--- config.mk ---
export PLATFORM = sky130hd
export DESIGN_NAME = fpu_seq
export DESIGN_NICKNAME = d
export VERILOG_FILES = /design/src/rtl/fpu_seq.sv
export SDC_FILE = /design/constraint.sdc
export NUM_CORES = 1
export LEC_CHECK = 0
export CAP_MARGIN = 20
export CORE_UTILIZATION = 41
export CTS_CLUSTER_DIAMETER = 100
export DETAILED_ROUTE_END_ITERATION = 10
export GPL_TIMING_DRIVEN = 1
export PLACE_DENSITY = 0.85
export SLEW_MARGIN = 40
export SYNTH_ARGS = -nofsm -noshare
export SYNTH_HDL_FRONTEND = slang
export SYNTH_SLANG_ARGS = --single-unit
--- constraint.sdc ---
create_clock -name __clk -period 2.6 [get_ports __clk]
set_input_delay 0.39 -clock __clk [delete_from_list [all_inputs] [get_ports __clk]]
set_output_delay 0.39 -clock __clk [all_outputs]
set_load 0.05 [all_outputs]
--- src/rtl/fpu_seq.sv ---
`default_nettype none
// +--------------------------------------------------------------------------+
// | Module   : fpu_seq                                                       |
// | Purpose  : Operand/result sequencer in front of the AWP floating-point   |
// |            unit. Streams register and memory operands into AWP word by   |
// |            word, launches the operation, waits for completion, writes    |
// |            results back to r1..r3 and flags to R0, or reports an         |
// |            arithmetic interrupt / timeout alarm instead.                 |
// | Ports    : __clk/__rst   clock, synchronous active-high reset           |
// |            start/op/nrf/ea  request from CPU control                     |
// |            busy/ekc/irq/alarm  status back to CPU control                |
// |            reg_sel/reg_rdata/reg_we/reg_wdata  register file access      |
// |            mem_req/mem_addr/mem_ack/mem_data   memory read bus           |
// |            w/wld/efp/awp_done/zp/rsel/fi/zmvc  AWP operand/result side   |
// |            fl_we        write AWP zmvc flags into R0                     |
// | Revision : 1.0  initial release                                          |
// +--------------------------------------------------------------------------+
module fpu_seq #(
  parameter logic [7:0] MEM_TIMEOUT  = 8'd255,
  parameter logic [9:0] DONE_TIMEOUT = 10'd1023
) (
  input  logic        __clk,
  input  logic        __rst,
  input  logic        start,
  input  logic [7:9]  op,
  input  logic        nrf,
  input  logic [0:15] ea,
  output logic        busy,
  output logic [0:1]  reg_sel,
  input  logic [0:15] reg_rdata,
  output logic        reg_we,
  output logic [0:15] reg_wdata,
  output logic        mem_req,
  output logic [0:15] mem_addr,
  input  logic        mem_ack,
  input  logic [0:15] mem_data,
  output logic [0:15] w,
  output logic        wld,
  output logic        efp,
  input  logic        awp_done,
  input  logic [0:15] zp,
  output logic [0:1]  rsel,
  input  logic [0:3]  fi,
  input  logic [0:3]  zmvc,
  output logic        fl_we,
  output logic [0:3]  irq,
  output logic        alarm,
  output logic        ekc
);

  typedef enum logic [2:0] {
    IDLE  = 3'd0,
    RDREG = 3'd1,
    RDMEM = 3'd2,
    EXEC  = 3'd3,
    WB    = 3'd4,
    FIN   = 3'd5
  } state_t;

  state_t      state, state_nx;
  logic [7:9]  op_q;
  logic        nrf_q;
  logic [0:15] ea_q;
  logic [1:0]  k;        // word index within the current phase
  logic [9:0]  wcnt;     // wait counter for memory / AWP completion
  logic [0:3]  fi_q;
  logic        alarm_q;
  logic        wb_ok;    // writeback phase ran to completion

  logic        is_fp, is_mw, is_dw;
  logic [1:0]  reg_last, mem_last, res_last;
  logic        mem_to, done_to, exec_first;

  // zmvc goes straight from AWP into R0; this block only strobes fl_we.
  logic        unused_zmvc;
  assign unused_zmvc = ^zmvc;

  // NRF ignores op entirely, so the op decodes are masked by nrf_q.
  assign is_fp = !nrf_q && op_q[7];
  assign is_mw = !nrf_q && (op_q == 3'd2);
  assign is_dw = !nrf_q && (op_q == 3'd3);

  // Index of the last transfer in each phase (count - 1).
  assign reg_last = (nrf_q || is_fp) ? 2'd2 : (is_mw ? 2'd0 : 2'd1);
  assign mem_last = is_fp ? 2'd2 : ((is_mw || is_dw) ? 2'd0 : 2'd1);
  assign res_last = (nrf_q || is_fp) ? 2'd2 : 2'd1;

  // wcnt is 0 on the first RDMEM cycle of a word, so MEM_TIMEOUT request
  // cycles elapse before the abort. In EXEC, wcnt==0 marks the efp cycle and
  // the following cycles count the wait for awp_done.
  assign mem_to     = (wcnt == {2'b00, MEM_TIMEOUT - 8'd1});
  assign exec_first = (wcnt == 10'd0);
  assign done_to    = (wcnt == DONE_TIMEOUT);

  assign busy = (state != IDLE);

  always_comb begin
    state_nx  = state;
    reg_sel   = 2'd0;
    reg_we    = 1'b0;
    reg_wdata = 16'h0000;
    mem_req   = 1'b0;
    mem_addr  = 16'h0000;
    w         = 16'h0000;
    wld       = 1'b0;
    efp       = 1'b0;
    rsel      = 2'd0;
    fl_we     = 1'b0;
    irq       = 4'b0000;
    alarm     = 1'b0;
    ekc       = 1'b0;
    case (state)
      IDLE: begin
        if (start) state_nx = RDREG;
      end
      RDREG: begin
        // MW has a single register operand, r2.
        reg_sel = is_mw ? (k + 2'd2) : (k + 2'd1);
        w       = reg_rdata;
        wld     = 1'b1;
        if (k == reg_last) state_nx = nrf_q ? EXEC : RDMEM;
      end
      RDMEM: begin
        mem_req  = 1'b1;
        mem_addr = ea_q + {14'd0, k};
        if (mem_ack) begin
          w   = mem_data;
          wld = 1'b1;
          if (k == mem_last) state_nx = EXEC;
        end else if (mem_to) begin
          state_nx = FIN;
        end
      end
      EXEC: begin
        // awp_done coincident with efp is ignored; done wins over timeout.
        if (exec_first) begin
          efp = 1'b1;
        end else if (awp_done) begin
          state_nx = (fi != 4'b0000) ? FIN : WB;
        end else if (done_to) begin
          state_nx = FIN;
        end
      end
      WB: begin
        rsel      = k;
        reg_sel   = k + 2'd1;
        reg_wdata = zp;
        reg_we    = 1'b1;
        if (k == res_last) state_nx = FIN;
      end
      FIN: begin
        ekc      = 1'b1;
        fl_we    = wb_ok;
        irq      = fi_q;
        alarm    = alarm_q;
        state_nx = IDLE;
      end
      default: state_nx = IDLE;
    endcase
  end

  always_ff @(posedge __clk) begin
    if (__rst) begin
      state   <= IDLE;
      op_q    <= 3'd0;
      nrf_q   <= 1'b0;
      ea_q    <= 16'h0000;
      k       <= 2'd0;
      wcnt    <= 10'd0;
      fi_q    <= 4'b0000;
      alarm_q <= 1'b0;
      wb_ok   <= 1'b0;
    end else begin
      state <= state_nx;
      case (state)
        IDLE: begin
          if (start) begin
            op_q    <= op;
            nrf_q   <= nrf;
            ea_q    <= ea;
            k       <= 2'd0;
            wcnt    <= 10'd0;
            fi_q    <= 4'b0000;
            alarm_q <= 1'b0;
            wb_ok   <= 1'b0;
          end
        end
        RDREG: k <= (k == reg_last) ? 2'd0 : k + 2'd1;
        RDMEM: begin
          if (mem_ack) begin
            k    <= (k == mem_last) ? 2'd0 : k + 2'd1;
            wcnt <= 10'd0;
          end else if (mem_to) begin
            alarm_q <= 1'b1;
          end else begin
            wcnt <= wcnt + 10'd1;
          end
        end
        EXEC: begin
          if (exec_first)    wcnt    <= 10'd1;
          else if (awp_done) fi_q    <= fi;
          else if (done_to)  alarm_q <= 1'b1;
          else               wcnt    <= wcnt + 10'd1;
        end
        WB: begin
          k <= k + 2'd1;
          if (k == res_last) wb_ok <= 1'b1;
        end
        default: ;
      endcase
    end
  end

endmodule
`default_nettype wire

==> parameters.txt, run 1 <==
Parameter                              Value

Detailed routing
  Total routed wirelength ... 10.0 mm
  Final routed wire length divided by cell count ... 15.7 microns
  Starting DRT DRC Count ... 247
  Number of remaining DRC errors ... 0
  Via count normalized by instance count ... 5.67
  Number of vias in the routed layout ... between 3000 and 4000
  Detailed-routing iteration count for the pre-antenna-repair pass ... 6
  Count of antenna-violating nets left after detailed routing ... 0

Logic synthesis
  Average cell area after synthesis ... 7.26 sq um
  Post-synthesis net count ... 493
  Commonest register cell after synthesis ... dfxtp_1
  Synthesized instance count ... between 400 and 500
  Part of the Yosys area used for sequential elements ... 27.9%
  Async set or reset register ratio after synthesis ... 0%
  Number of different library cells in the post-synthesis netlist ... 57
  Top cells by area in the synthesized netlist ... dfxtp_1, nand2_1, a21oi_1
  EDFF count, synth ... 0
  Library cell with the largest summed area after synthesis ... dfxtp_1
  Proportion of netlist area held by the largest area contributor ... 27.9%
  YS warnings ... 0
  Flop and latch count out of synthesis ... 41
  Post-synthesis cell area ... 2950 sq um

Run status
  Outcome ... finished clean

Clock tree
  Clock edge transition at the registers on the reported setup and hold paths ... roughly 0.080 ns
  Clock tree from TritonCTS ... done
  Count of H-tree levels built during CTS ... 2
  TritonCTS sink count ... 41
  Source-to-sink clock delay at the later pin of the worst-skew pair ... 0.30 ns
  Maximum clock path buffer count ... 2
  Root buffer cell ... clkbuf_8
  Total CTS buffers ... 5

STA
  Setup-failing EPs final ... 0
  Post-route setup slack ... 0.105 ns
  Number of hold-slack violations in the final timing report ... 0
  Tightest slew margin relative to the limit ... around 52%
  Smallest hold slack ... 0.462 ns
  Post-route setup TNS ... 0 ns
  Max Freq ... approximately 0.4 GHz
  Max-slew violations ... 0
  Period utilisation layout ... 95.9%
  Setup clock skew after layout ... between 0.007 and 0.008 ns
  Final period demand of the worst path ... 2.49 ns
  Slew at the pin with the worst max-slew slack ... 0.714 ns

Layout
  Antenna diodes ... 0
  Ratio of cells with drive above 1 in the final layout ... between 20% and 30%
  Layout overhead on the synthesized area ... 77.4%
  Fillcell total ... 470
  Final std cell area, no fill ... 5230 sq um
  Count of nets after finishing ... 630

Power and ir drop
  PD cells ... 742 nW/um^2
  Switching component of the power ... 1.78 mW
  Part of the total power dissipated in combinational logic ... between 60 and 70%
  Internal Dissipation ... 2.10 mW
  Switching part of the total power ... 45.8%
  Clock power share ... 13.0%
  Part of the total power dissipated in sequential elements ... 22.2%
  Power, Total ... 3.88 mW
  Peak supply drop ... 0.661 mV
  Static power due to leakage ... between 1.5 and 2 nW

Critical path
  First element of the critical path ... wcnt[0]
  CP max-delay cell ... or4b_4
  Largest delay contributor family on the critical path ... simple AND/OR/NAND/NOR gates
  Worst-path maximum fanout ... 6
  Max stage delay on crit path ... ~0.49 ns
  Critical-path cell list ... inv_1 -> ha_1 -> or4b_4 -> nor4_4 -> buf_4 -> buf_12
  CP endpoint kind ... output pin
  Setup crit start kind ... register
  Critical path type ... register to output pin
  Worst r2r src ... wcnt[0]
  Number of buffer and inverter instances along the worst setup path ... 3
  Endpoint arrival time on the critical path ... 2.10 ns
  CP required ... 2.21 ns

Hold path
  Worst Hold Launch ... fi_q[1]
  Path category of the worst min-delay check ... register to register

Placed design
  Minimum setup slack after placement ... between 0.2 and 0.25 ns
  Count of input and output buffers ... 140
  Routability-driven placement congestion ratio ... 0.946
  DP Wirelength ... just under 8 mm
  Cell Area, Placed ... between 5000 and 6000 sq um

GRT
  Pin count of the biggest net entering global routing ... 23
  Via count of the first global-routing pass ... 3484
  Global Route Usage Sum ... 26.3%
  Global-route congestion overflow total ... 0
  Antenna violations before repair ... 0
  Wire length of the first global-routing pass ... 15.9 mm

Run
  Max cap viols ... 0

Floorplanning
  Effective utilization at floorplan ... 42.9%
  Die ar. ... 7530 sq um
  I/O pin count ... 145
  Std-Cell Rows ... 30
  Area of the core ... around 6900 sq um
  Die outline width ... between 80 and 90 microns
  Die Y ... 86.8 microns
==> per-stage QoR <==
step	util, %	instances
CTS	75.6	638
detailed placement	74.1	631
global route	76.1	639
floorplan	-	406
global placement	74.1	631
finish	76.1	639
==> power groups by stage <==
| stage | registers [mW] | clock network, mW | logic (mW) |
|---|---|---|---|
| after global placement | 0.853 | 0 | 2.40 |
| after detailed placement | 0.865 | 0 | 2.46 |
| after global routing | 0.879 | 0.534 | 2.66 |
| final | 0.863 | 0.504 | 2.51 |
| after floorplan | 0.800 | 0 | 1.46 |
| after CTS | 0.851 | 0.505 | 2.48 |
==> kinds of logic after synthesis <==
group                    after synthesis  share of synthesized area (%)
AND/OR/NAND/NOR                      189                           34.0
adder cells (fa/ha/maj)                6                           2.80
buffers and inverters                 45                           5.90
flip-flops                            41                           27.9
XOR/XNOR                              10                           2.97
AO/OA/AOI/OAI                        115                           26.5
==> flip-flops by register name, summed over array words and instances (netlist names) <==
| register | cells |
|---|---|
| state | 3 |
| wb_ok | 1 |
| ea_q | 16 |
| wcnt | 10 |
| op_q | 3 |
| k | 2 |
| nrf_q | 1 |
| fi_q | 4 |
| alarm_q | 1 |
==> worst reg2reg max path, stage by stage (launching register included) <==
cell and delay, ns:
dfxtp_2 0.35, inv_1 0.09, ha_1 0.14, or4b_4 0.49
nor4_4 0.40, nor3_2 0.13, and3_1 0.19, a2111oi_1 0.46
==> layout by cell type (no fill, tap or decap), drive strengths merged, types with 8 or more instances in the layout <==
cell type,instances
or3,15
nand2,61
a21oi,40
and2,24
o32ai,8
dfxtp,41
buf,78
clkdlybuf4s50,77
nand3,11
a22o,16
nor2,25
inv,19
nor3,11
o21ai,13
==> layout make-up <==
| class | instances | area (sq um) | area share [%] |
|---|---|---|---|
| clock buffer | 5 | 68.8 | 1.32 |
| clock inverter | 2 | 35.0 | 0.670 |
| inverter | 20 | 75.1 | 1.44 |
| multi-input combinational | 320 | 2000 | 38.2 |
| sequential | 41 | 826 | 15.8 |
| tap | 96 | 120 | 2.30 |
| timing repair buffer | 155 | 2110 | 40.3 |
==> routing by layer <==
| metal | part of all wire [%] | track usage (%) | vias up |
|---|---|---|---|
| li1 | - | - | 1728 |
| met1 | 37 | 30.2 | 1687 |
| met2 | 54 | 49.6 | 174 |
| met3 | 7.0 | 5.33 | 35 |
| met4 | 2.2 | 6.52 | 0 |
| met5 | 0 | 0 | - |
==> synth_stat cells (10+ instances only) <==
master     n
nand2_1   61
dfxtp_1   41
a21oi_1   40
nor2_1    25
and2_1    23
clkbuf_1  21
inv_1     19
a22o_1    16
or3_1     15
o21ai_0   12
nand3_1   11
nor3_1    10
==> final timing paths <==
kind / end / slack, ns / depth (start not counted)
setup / recovery: efp / 0.11 / 6
hold / removal: fi_q[1] / 0.46 / 2
setup reg to reg: state[0] / 0.20 / 7
hold reg to reg: fi_q[1] / 0.46 / 2
==> timing repair <==
action / CTS / global route
hold buffers: 0 / 0
gates resized for setup: 0 / 10
endpoints found under the setup margin: 0 / 29
buffers inserted: 0 / 1
Note: power is estimated with default switching activity, not from simulation.
==> inputs of run 2 (changes only) <==
--- a/config.mk
+++ b/config.mk
@@ -6,6 +6,7 @@
 export NUM_CORES = 1
 export LEC_CHECK = 0
 export CAP_MARGIN = 20
+export CORE_MARGIN = 8
 export CORE_UTILIZATION = 41
 export CTS_CLUSTER_DIAMETER = 100
 export DETAILED_ROUTE_END_ITERATION = 10
@@ -15,3 +16,4 @@
 export SYNTH_ARGS = -nofsm -noshare
 export SYNTH_HDL_FRONTEND = slang
 export SYNTH_SLANG_ARGS = --single-unit
+export TNS_END_PERCENT = 20
==> run 2 against run 1 <==
Clock skew shrank 0.0027 ns. Die area grew 35%. Sequential cell count is the same. Final cell count grew 0.47%. Non-clock buffer count shrank 1. Fmax shrank 0.65%. Final area grew 1.1%. First-iteration DRC count grew 21%. Via count shrank 0.77%. Total power grew 4.1%. Critical path depth is the same. Worst setup slack lost 0.016 ns. Critical path type unchanged. Largest cell class unchanged.
==> parameters.txt, run 2 (synthesis gave the netlist of run 1 again) <==
Parameter                              Value

Hold path
  Worst Hold Launch ... fi_q[1]
  Instance count along the most critical hold path ... 2 (unchanged)
  Path category of the worst min-delay check ... register to register
  Hold worst-path end ... fi_q[1]

STA
  Setup repair after global routing missed its margin ... true
  Setup clock skew after layout ... 0.00518 ns (-0.00271 ns)
  Slew at the pin with the worst max-slew slack ... 0.772 ns (+0.0571 ns)
  Period utilisation layout ... 96.6% (+0.63 points)
  Max-slew violations ... 0 (unchanged)
  Max Freq ... 0.398 GHz (-0.65%)
  Setup-failing EPs final ... 0 (unchanged)
  Final period demand of the worst path ... 2.51 ns (+0.0163 ns)
  Number of hold-slack violations in the final timing report ... 0 (unchanged)
  Smallest hold slack ... 0.458 ns (-0.00362 ns)
  Tightest slew margin relative to the limit ... 48.4% (-3.6 points)

Clock tree
  TritonCTS sink count ... 41 (unchanged)
  Source-to-sink clock delay at the later pin of the worst-skew pair ... 0.30 ns (about the same)
  Total CTS buffers ... 5 (unchanged)
  Number of buffers inserted by hold repair at cts ... 0 (unchanged)
  Clock tree from TritonCTS ... done
  Count of H-tree levels built during CTS ... 2 (unchanged)
  Buffers inserted during post-CTS setup optimization ... 0 (unchanged)
  Maximum clock path buffer count ... 2 (unchanged)
  Root buffer cell ... clkbuf_8
  Clock edge transition at the registers on the reported setup and hold paths ... 0.09 ns (about the same)

Detailed routing
  Starting DRT DRC Count ... 299 (+21%)
  Via count normalized by instance count ... 5.60 (-1.2%)
  Number of vias in the routed layout ... 3596 (-0.77%)
  Detailed-routing iteration count for the pre-antenna-repair pass ... 5 (-1)
  Number of remaining DRC errors ... 0 (unchanged)
  Total routed wirelength ... 11.4 mm (+14%)
  Final routed wire length divided by cell count ... 17.7 microns (+13%)
  Count of antenna-violating nets left after detailed routing ... 0 (unchanged)

Critical path
  CP endpoint kind ... output pin
  Setup crit start kind ... register
  Worst reg-to-reg setup slack ... 0.21 ns (about the same)
  Worst r2r src ... wcnt[7]
  CP required ... 2.21 ns (about the same)
  Endpoint arrival time on the critical path ... 2.12 ns (+0.02 ns)
  Depth of the worst register-to-register path ... 5 (-2)
  Worst-path maximum fanout ... 8 (+2)
  Critical path type ... register to output pin
  Critical register-to-register path endpoint ... wcnt[8]

GRT
  Via count of the first global-routing pass ... 3623 (+4.0%)
  Global-route congestion overflow total ... 0 (unchanged)
  Wire length of the first global-routing pass ... 17.9 mm (+13%)
  Pin count of the biggest net entering global routing ... 50 (+120%)
  Antenna violations before repair ... 0 (unchanged)
  Global Route Usage Sum ... 21.6% (-4.7 points)

Layout
  Biggest regs ... ea_q x16, wcnt x10, fi_q x4
  Count of nets after finishing ... 629 (-0.16%)
  Top library cells by usage in the layout, fill and taps aside ... clkdlybuf4s50_1, nand2_1, buf_12
  Final std cell area, no fill ... 5290 sq um (+1.1%)
  Most common cell after layout, fill and taps aside ... clkdlybuf4s50_1
  Ratio of cells with drive above 1 in the final layout ... 21.7% (+0.74 points)
  Antenna diodes ... 0 (unchanged)
  Most flops, register ... ea_q
  Layout Utilization ... 74.5% (-1.6 points)
  Non-Filler Instances ... 642 (+0.47%)
  Flip-flop count of the largest register, all copies and words added ... 16 (unchanged)
  Layout overhead on the synthesized area ... 79.4%

Floorplanning
  Area of the core ... 7100 sq um (+3.3%)
  Die outline width ... 101 microns (+16%)
  I/O pin count ... 145 (unchanged)
  Effective utilization at floorplan ... 41.5% (-1.4 points)
  Std-Cell Rows ... 31 (+3.3%)
  Die Y ... 101 microns (+16%)
  Die ar. ... 10200 sq um (+35%)

Placed design
  Routability-driven placement congestion ratio ... 0.936 (-1.1%)
  Number of placed instances, taps included ... 634 (+0.48%)
  Cell Area, Placed ... 5090 sq um (about the same)
  Count of input and output buffers ... 140 (unchanged)
  DP Wirelength ... 8.66 mm (+11%)

Run
  Max cap viols ... 0 (unchanged)

Power and ir drop
  Peak supply drop ... 0.540 mV (-18%)
  Static power due to leakage ... 1.96 nW (+0.35%)
  PD cells ... 764 nW/um^2 (+3.0%)

Run status
  Outcome ... finished clean
[run 2: final cells by class]
| class | count | area (sq um) |
|---|---|---|
| clock inverter | 3 | 68.8 |
| sequential | 41 | 826 |
| tap | 99 | 124 |
| fill | 502 | 1810 |
| multi-input combinational | 320 | 2020 |
| clock buffer | 5 | 68.8 |
| timing repair buffer | 154 | 2100 |
| inverter | 20 | 75.1 |
[run 2: what timing repair did]
action | 4_1_cts | 5_1_grt
pin swaps | 0 | 1
resized for setup | 1 | 16
setup endpoints to repair | 7 | 19
endpoints found under the hold margin | 0 | 0
[run 2: metrics by stage]
step	worst slack, ns	TNS (ns)	power (mW)
6_report	0.0891	0	4.04
2_1_floorplan	-0.00210	-0.00210	2.26
3_5_place_dp	0.179	0	3.34
5_1_grt	-0.0566	-0.117	4.23
4_1_cts	0.00466	0	3.99
3_3_place_gp	0.308	0	3.27
[run 2: power breakdown]
group	internal (mW)	switching [mW]	leakage, nW	total, mW
Combinational	1.11	1.42	1.55	2.53
Sequential	0.721	0.145	0.336	0.866
Clock	0.387	0.251	0.0687	0.638
Total	2.22	1.82	1.96	4.04
[run 2: routing by layer]
metal / share of wire, % / track usage, % / vias up / wire length, microns
li1: - / - / 1717 / -
met3: 8.2 / 6.08 / 34 / 934
met4: 2.3 / 6.98 / 0 / 261
met2: 53 / 38.4 / 157 / 5980
met1: 37 / 24.1 / 1688 / 4200
met5: 0 / 0 / - / 0
[run 2: how the worst max path moves through the flow]
stage | startpoint | end | slack (ns) | depth (start not counted)
3_3_place_gp | mem_ack | wcnt[3] | 0.31 | 6
5_1_grt | ea_q[11] | mem_addr[2] | -0.06 | 6
2_1_floorplan | op_q[8] | reg_sel[0] | -0.002 | 4
4_1_cts | ea_q[15] | mem_addr[9] | 0.005 | 6
6_report | ea_q[15] | mem_addr[5] | 0.09 | 6
3_5_place_dp | mem_ack | wcnt[6] | 0.18 | 6
[run 2: critical path: stages (launching register included)]
cell and delay, ns:
dfxtp_1 0.34, ha_1 0.19, fa_1 0.25, nand3_2 0.19
or3_1 0.44, a21oi_2 0.23, buf_12 0.16
==> inputs of run 3 (changes only) <==
--- a/config.mk
+++ b/config.mk
@@ -9,6 +9,7 @@
 export CORE_MARGIN = 8
 export CORE_UTILIZATION = 41
 export CTS_CLUSTER_DIAMETER = 100
+export CTS_CLUSTER_SIZE = 30
 export DETAILED_ROUTE_END_ITERATION = 10
 export GPL_TIMING_DRIVEN = 1
 export PLACE_DENSITY = 0.85
==> results of run 3 <==
Same layout as run 2: the final DEF is identical, and so are final timing and power.
